## src/rtl/program_loader.sv

```systemverilog
// program_loader: byte-serial boot loader. Parses framed byte streams, packs bytes into
// 32-bit instruction words, writes them to instruction memory and releases the CPU on a good checksum.
module program_loader #(
    parameter int unsigned ADDR_W = 8,
    parameter logic [7:0]  HEADER = 8'hA5
) (
    input  logic              clk,
    input  logic              reset_n,
    input  logic [7:0]        in_data,
    input  logic              in_valid,
    output logic              in_ready,
    output logic              imem_we,
    output logic [ADDR_W-1:0] imem_addr,
    output logic [31:0]       imem_wdata,
    output logic              cpu_hold,
    output logic              load_done,
    output logic              load_error,
    output logic [8:0]        words_loaded
);
    localparam int unsigned   CNT_W     = 9;
    localparam longint unsigned MAX_WORDS = 64'd1 << ADDR_W;

    typedef enum logic [2:0] {
        S_IDLE,
        S_COUNT,
        S_DATA,
        S_CSUM,
        S_DONE,
        S_ERROR
    } state_e;

    state_e             state_q, state_d;
    logic [CNT_W-1:0]   n_q, n_d;
    logic [7:0]         csum_q, csum_d;
    logic [23:0]        asm_q, asm_d;
    logic [1:0]         byte_cnt_q, byte_cnt_d;
    logic               in_ready_q, in_ready_d;
    logic               imem_we_q, imem_we_d;
    logic [ADDR_W-1:0]  imem_addr_q, imem_addr_d;
    logic [31:0]        imem_wdata_q, imem_wdata_d;
    logic               cpu_hold_q, cpu_hold_d;
    logic               load_done_q, load_done_d;
    logic               load_error_q, load_error_d;
    logic [CNT_W-1:0]   words_q, words_d;
    logic [CNT_W-1:0]   words_next;
    logic               accept;

    assign accept     = in_valid && in_ready_q;
    assign words_next = words_q + CNT_W'(1);

    // Next-state and registered-output computation
    always_comb begin
        state_d      = state_q;
        n_d          = n_q;
        csum_d       = csum_q;
        asm_d        = asm_q;
        byte_cnt_d   = byte_cnt_q;
        imem_we_d    = 1'b0;
        imem_addr_d  = imem_addr_q;
        imem_wdata_d = imem_wdata_q;
        cpu_hold_d   = cpu_hold_q;
        load_done_d  = load_done_q;
        load_error_d = load_error_q;
        words_d      = words_q;

        if (accept) begin
            unique case (state_q)
                S_IDLE: begin
                    if (in_data == HEADER) state_d = S_COUNT;
                end
                S_COUNT: begin
                    if (in_data == 8'd0 || 64'(in_data) > MAX_WORDS) begin
                        state_d      = S_ERROR;
                        load_error_d = 1'b1;
                    end else begin
                        n_d        = CNT_W'(in_data);
                        csum_d     = in_data;
                        words_d    = '0;
                        byte_cnt_d = 2'd0;
                        state_d    = S_DATA;
                    end
                end
                S_DATA: begin
                    asm_d      = {asm_q[15:0], in_data};
                    csum_d     = csum_q ^ in_data;
                    byte_cnt_d = byte_cnt_q + 2'd1;
                    if (byte_cnt_q == 2'd3) begin
                        imem_we_d    = 1'b1;
                        imem_addr_d  = ADDR_W'(words_q);
                        imem_wdata_d = {asm_q, in_data};
                        words_d      = words_next;
                        if (words_next == n_q) state_d = S_CSUM;
                    end
                end
                S_CSUM: begin
                    if (in_data == csum_q) begin
                        state_d     = S_DONE;
                        load_done_d = 1'b1;
                        cpu_hold_d  = 1'b0;
                    end else begin
                        state_d      = S_ERROR;
                        load_error_d = 1'b1;
                    end
                end
                S_DONE: begin
                    if (in_data == HEADER) begin
                        state_d     = S_COUNT;
                        cpu_hold_d  = 1'b1;
                        load_done_d = 1'b0;
                    end
                end
                S_ERROR: begin
                    if (in_data == HEADER) begin
                        state_d      = S_COUNT;
                        load_error_d = 1'b0;
                    end
                end
                default: state_d = S_IDLE;
            endcase
        end

        // Stall the stream exactly in the write cycle
        in_ready_d = !imem_we_d;
    end

    always_ff @(posedge clk or negedge reset_n) begin
        if (!reset_n) begin
            state_q      <= S_IDLE;
            n_q          <= '0;
            csum_q       <= '0;
            asm_q        <= '0;
            byte_cnt_q   <= '0;
            in_ready_q   <= 1'b1;
            imem_we_q    <= 1'b0;
            imem_addr_q  <= '0;
            imem_wdata_q <= '0;
            cpu_hold_q   <= 1'b1;
            load_done_q  <= 1'b0;
            load_error_q <= 1'b0;
            words_q      <= '0;
        end else begin
            state_q      <= state_d;
            n_q          <= n_d;
            csum_q       <= csum_d;
            asm_q        <= asm_d;
            byte_cnt_q   <= byte_cnt_d;
            in_ready_q   <= in_ready_d;
            imem_we_q    <= imem_we_d;
            imem_addr_q  <= imem_addr_d;
            imem_wdata_q <= imem_wdata_d;
            cpu_hold_q   <= cpu_hold_d;
            load_done_q  <= load_done_d;
            load_error_q <= load_error_d;
            words_q      <= words_d;
        end
    end

    assign in_ready     = in_ready_q;
    assign imem_we      = imem_we_q;
    assign imem_addr    = imem_addr_q;
    assign imem_wdata   = imem_wdata_q;
    assign cpu_hold     = cpu_hold_q;
    assign load_done    = load_done_q;
    assign load_error   = load_error_q;
    assign words_loaded = words_q;

endmodule

```

## config.mk

```make
export PLATFORM = sky130hd
export DESIGN_NAME = program_loader
export DESIGN_NICKNAME = d
export VERILOG_FILES = /design/src/rtl/program_loader.sv
export SDC_FILE = /design/constraint.sdc
export NUM_CORES = 1
export LEC_CHECK = 0
export ABC_CLOCK_PERIOD_IN_PS = 2100
export CAP_MARGIN = 20
export CORE_AREA = 2 2 99 101
export DETAILED_ROUTE_END_ITERATION = 7
export DIE_AREA = 0 0 101 103
export DONT_BUFFER_PORTS = 1
export SYNTH_ARGS = -nofsm -noshare
export SYNTH_HDL_FRONTEND = slang
export SYNTH_SLANG_ARGS = --single-unit
```

## constraint.sdc

```tcl
create_clock -name clk -period 2.1 [get_ports clk]
set_input_delay 0.315 -clock clk [delete_from_list [all_inputs] [get_ports clk]]
set_output_delay 0.315 -clock clk [all_outputs]
set_load 0.05 [all_outputs]
```

After elaboration in Yosys (flattened, before gate mapping)
Cells that the tools add are included.

storage, ports and cells
  register bits after elaboration = 99
  bits of input ports = 11
  output and inout port bits = 54
  logic and storage cells = 76

operators by class
  add/sub/neg operators = 2
  equal/unequal tests = 18
  muxes and demuxes = 25
  bitwise operators = 2
  reduce and logical (&&, ||, !) cells = 16

operators with widths
  operator                                                          count
  9-bit two-way mux                                                 2
  9-bit one-hot mux with 2 select lines                             1
  2-bit != test (second input constant)                             8
  8-bit one-hot mux with 2 select lines                             1
  3-bit two-way mux                                                 4
  3-bit one-hot mux with 4 select lines                             1
  4-bit AND reduction                                               3
  1-bit two-way mux                                                 10
  9-bit by 1-bit adder with 9-bit output (second input constant)    1
  9-bit by 8-bit == test with 1-bit output                          1
  3-bit AND reduction                                               3
  8-bit == test                                                     1
  8-bit == test (second input constant)                             1
  8-bit logical NOT                                                 1
  8-bit two-way mux                                                 1
  8-bit XOR                                                         1
  3-bit by 2-bit == test with 1-bit output (second input constant)  2
  3-bit == test (second input constant)                             2
  5-bit AND reduction                                               1
  1-bit one-hot mux with 2 select lines                             2
  2-bit one-hot mux with 2 select lines                             1
  2-bit nonzero test                                                2
  3-bit by 1-bit == test with 1-bit output (second input constant)  1
  3-bit logical NOT                                                 1
  other kinds (11)                                                  11

Logic depth before layout (Yosys ltp)
  depth in word-level cells = 5
  depth in mapped cells = 9
  gate-level depth less buffers = 6

Least setup slack after synthesis
OpenSTA, ideal clock, no wires.

  path type = register to register
  from = register words_q[0] (netlist: words_loaded[0])
  to = register state_q[0]
  setup time = 0.101 ns
  arrival = 1.948 ns
  slack = 0.051 ns
  cell stages (with the launch flop) = 7
  period minus slack after synthesis = 2.049 ns
  cell sequence = dfrtp_1 buf_2 nand4_1 or4_1 a21oi_1 o32ai_1 nor4_1

on the way
  cells in the longest elaborated chain, start to end = 4

RTL lines
  item                                      line  source
  start, declared                           44    logic [CNT_W-1:0] words_q, words_d;
  start signal, assigned                    154   words_q <= words_d;
  9-bit by 1-bit adder with 9-bit output    49    assign words_next = words_q + CNT_W'(1);
  9-bit by 8-bit == test with 1-bit output  92    if (words_next == n_q) state_d = S_CSUM;
  2-bit != test (no line)                   n/a
  4-bit AND reduction (no line)             n/a
  end signal, assigned                      142   state_q <= state_d;
  end, declared                             32    state_e state_q, state_d;

Every way passes these cells.
A chain may end at the register's enable or synchronous reset.

Final worst setup path
  from = register words_q[1] (netlist: words_loaded[1])
  to = register state_q[0]

The elaborated chain is that of the path after synthesis.

==> flow_metrics.py <==
metrics = {
    "synth": {
        "synthXorXnorAreaFrac": 0.0347,
        "synth_fa_ha_area_frac": 0.00550,
        "synth_compound_area_frac": 0.0947,
        "synthCells": 497,
        "netlist_area_um2": 4550,
        "ys.flop_type": "dfrtp_1",
        "yosysMostFrequentCell": "nand2_1",
        "syn_area_per_cell_um2": 9.15,
        "synth_seq_cells": 99,
        "synth.area.top_cells": "dfrtp_1, nand2_1, xnor2_1, mux2_2, a21oi_1",
        "synth.distinct_cells": 48,
        "synth-simple-area-share": 0.252,
        "async_flop_share": 1.00,
        "synth.mux.area_fraction": 0.0223,
        "synth_top_family_by_area": "simple AND/OR/NAND/NOR gates",
        "yosys_warnings": 0,
        "syn-num-nets": 510,
        "synth_edf_count": 0,
        "yosysTopAreaCellShare": 0.534,
        "synth_top_cells_by_count": "nand2_1, dfrtp_1, a21oi_1",
        "yosysSeqAreaShare": 0.545,
        "yosys.area.top_type": "dfrtp_1",
    },
    "timing": {
        "rsz0062_at_grt": "no",
        "max-slew-margin-rel": 0.669,
        "finalSetupViolations": 0,
        "clock_skew_ps": 11.1,
        "setup_ws_ps": 202,
        "fin_setup_tns_ps": 0,
        "fmax_mhz": 527,
        "worst_pin_slew_ps": 497,
        "finalCriticalPeriod_ps": 1900,
        "timing.final.crit_share": 0.904,
        "whs_ps": -365,
        "hold_viol_final": 99,
        "drv_slew": 0,
    },
    "routing": {
        "post-route-drc-count": 0,
        "ant_nets": 0,
        "drt_wl_total_um": 9570,
        "viasPerCell": 5.34,
        "routedWlPerCell_um": 15.6,
        "dr.first_iter.drc_count": 142,
        "first_pass_iters": 5,
        "vias": 3285,
    },
    "clock_network": {
        "numCtsBuffers": 9,
        "clock_latency_ps": 360,
        "cts_buffer_depth": 2,
        "cts.sinks": 99,
        "cts_tree": "built",
        "clk_transition_reported_paths_ps": 100,
        "htreeDepth": 3,
        "post_cts_buffers": 0,
        "cts-root-buf": "clkbuf_8",
    },
    "pwr": {
        "ir_drop_mv": 0.349,
        "powerDensity_nw_per_um2": 638,
        "finalPower_mw": 3.12,
        "power_leakage_nw": 2.61,
    },
    "job": {
        "maxCapViolCount": 0,
    },
    "place": {
        "portBuffers": 0,
        "dpl.cell_count": 599,
        "dpl.hpwl_um": 6160,
        "placedInstanceArea_um2": 4690,
        "gp_congestion": 0.841,
        "placement.setup.worst_slack_ps": 220,
    },
    "floorplanning": {
        "die_x_um": 101,
        "dieArea_um2": 10400,
        "start_util": 0.481,
        "fp-row-count": 36,
        "core_area_um2": 9460,
        "die_y_um": 103,
        "ios": 65,
    },
    "worst_setup_path": {
        "end_kind": "flip-flop",
        "crit_fanout": 6,
        "cp-start-kind": "flip-flop",
        "critPathArrivalTime_ps": 2150,
        "critical_path_class": "flip-flop to flip-flop",
        "cp.required_ps": 2360,
    },
    "grt": {
        "grt_max_degree": 100,
        "grt_usage": 0.192,
        "grt_first_pass_wirelength_um": 15600,
        "grt_pass1_vias": 3132,
        "grt-ovfl-total": 0,
        "grt_antenna_before_repair": 0,
    },
    "cells_and_area": {
        "final_cells": 615,
        "fill_cells": 904,
        "fin_area_um2": 4880,
        "drive_gt1_frac": 0.112,
        "diodes": 0,
        "final_nets": 509,
        "syn_to_final_growth_pct": 7.43,
        "fin_util": 0.516,
    },
    "hold_path": {
        "min_path_type": "input port to asynchronous set/reset pin",
    },
    "outcome": {
        "failed_checks": "negative hold slack",
        "status": "finished, violations left",
    },
}
==> state kept, by name, indices dropped and copies added (netlist names) <==
name,flops
n_q,8
in_ready,1
csum_q,8
imem_we,1
imem_wdata,32
load_done,1
byte_cnt_q,2
words_loaded,9
state_q,3
imem_addr,8
asm_q,24
load_error,1
cpu_hold,1
==> worst max-delay path, stage by stage, from the launching register on <==
cell,delay [ps]
dfrtp_1,440
ha_1,330
nand3_1,210
nor3_1,310
and4_1,240
o32ai_1,100
nor4_1,170
==> layout make-up <==
type	instances	area, µm²	area share
inverters	6	22.5	0.00461
repair buffers	23	185	0.0379
clock inverters	4	31.3	0.00640
multi-input cells	357	1860	0.380
flip-flops and latches	99	2480	0.508
well taps	114	143	0.0292
clock buffers	12	165	0.0338
==> cell usage in the layout (no fill, tap or decap), drive strengths merged, types with 3 or more instances in the layout <==
cell,synthesis,routed
nand2,208,208
dfrtp,97,97
buf,21,23
o21ai,17,17
a21oi,16,16
xnor2,13,13
nor2,13,13
clkbuf,14,12
a21o,10,10
mux2,9,9
nor3b,9,9
inv,6,7
nand3,6,6
a31oi,6,6
nor4,6,6
xor2,5,5
and3,4,4
nor3,4,4
a41oi,3,3
nand2b,3,3
clkinv,0,3
==> where the power goes <==
group          total [mW]  switching [mW]  internal, mW
Clock                1.19           0.650         0.535
Combinational      0.0180         0.00825       0.00980
Sequential           1.91         0.00663          1.91
==> worst paths after layout <==
check | from | to | slack (ps) | cells past startpoint
min in group clk | in_data[4] | asm_q[4] | 60 | 2
hold / removal | reset_n | imem_wdata[27] | -360 | 0
setup / recovery | words_loaded[1] | state_q[0] | 200 | 6
setup reg to reg | words_loaded[1] | state_q[0] | 200 | 6
hold reg to reg | asm_q[19] | imem_wdata[27] | 480 | 2
max in group asynchronous | reset_n | cpu_hold | 2250 | 0
==> cell families (layout without fill, tap and decap cells) <==
kind of cell / after synthesis / in the layout
buffers and inverters: 41 / 45
xor gates and xnor gates: 18 / 18
muxes: 9 / 9
and+or+nand+nor: 261 / 261
AOI/OAI and AO/OA: 67 / 67
adders and majority gates: 2 / 2
DFF: 99 / 99
==> what timing repair did <==
item,CTS,global route
setup endpoints to repair,0,0
endpoints found under the hold margin,99,99
resized for setup,0,0
==> per-layer routing <==
metal	vias up	wire, µm	track usage
met1	1577	4650	0.268
li1	1625	-	-
met3	11	486	0.0373
met4	0	129	0.0686
met5	-	0	0
met2	72	4300	0.303
Power figures use the tool's default switching activity.
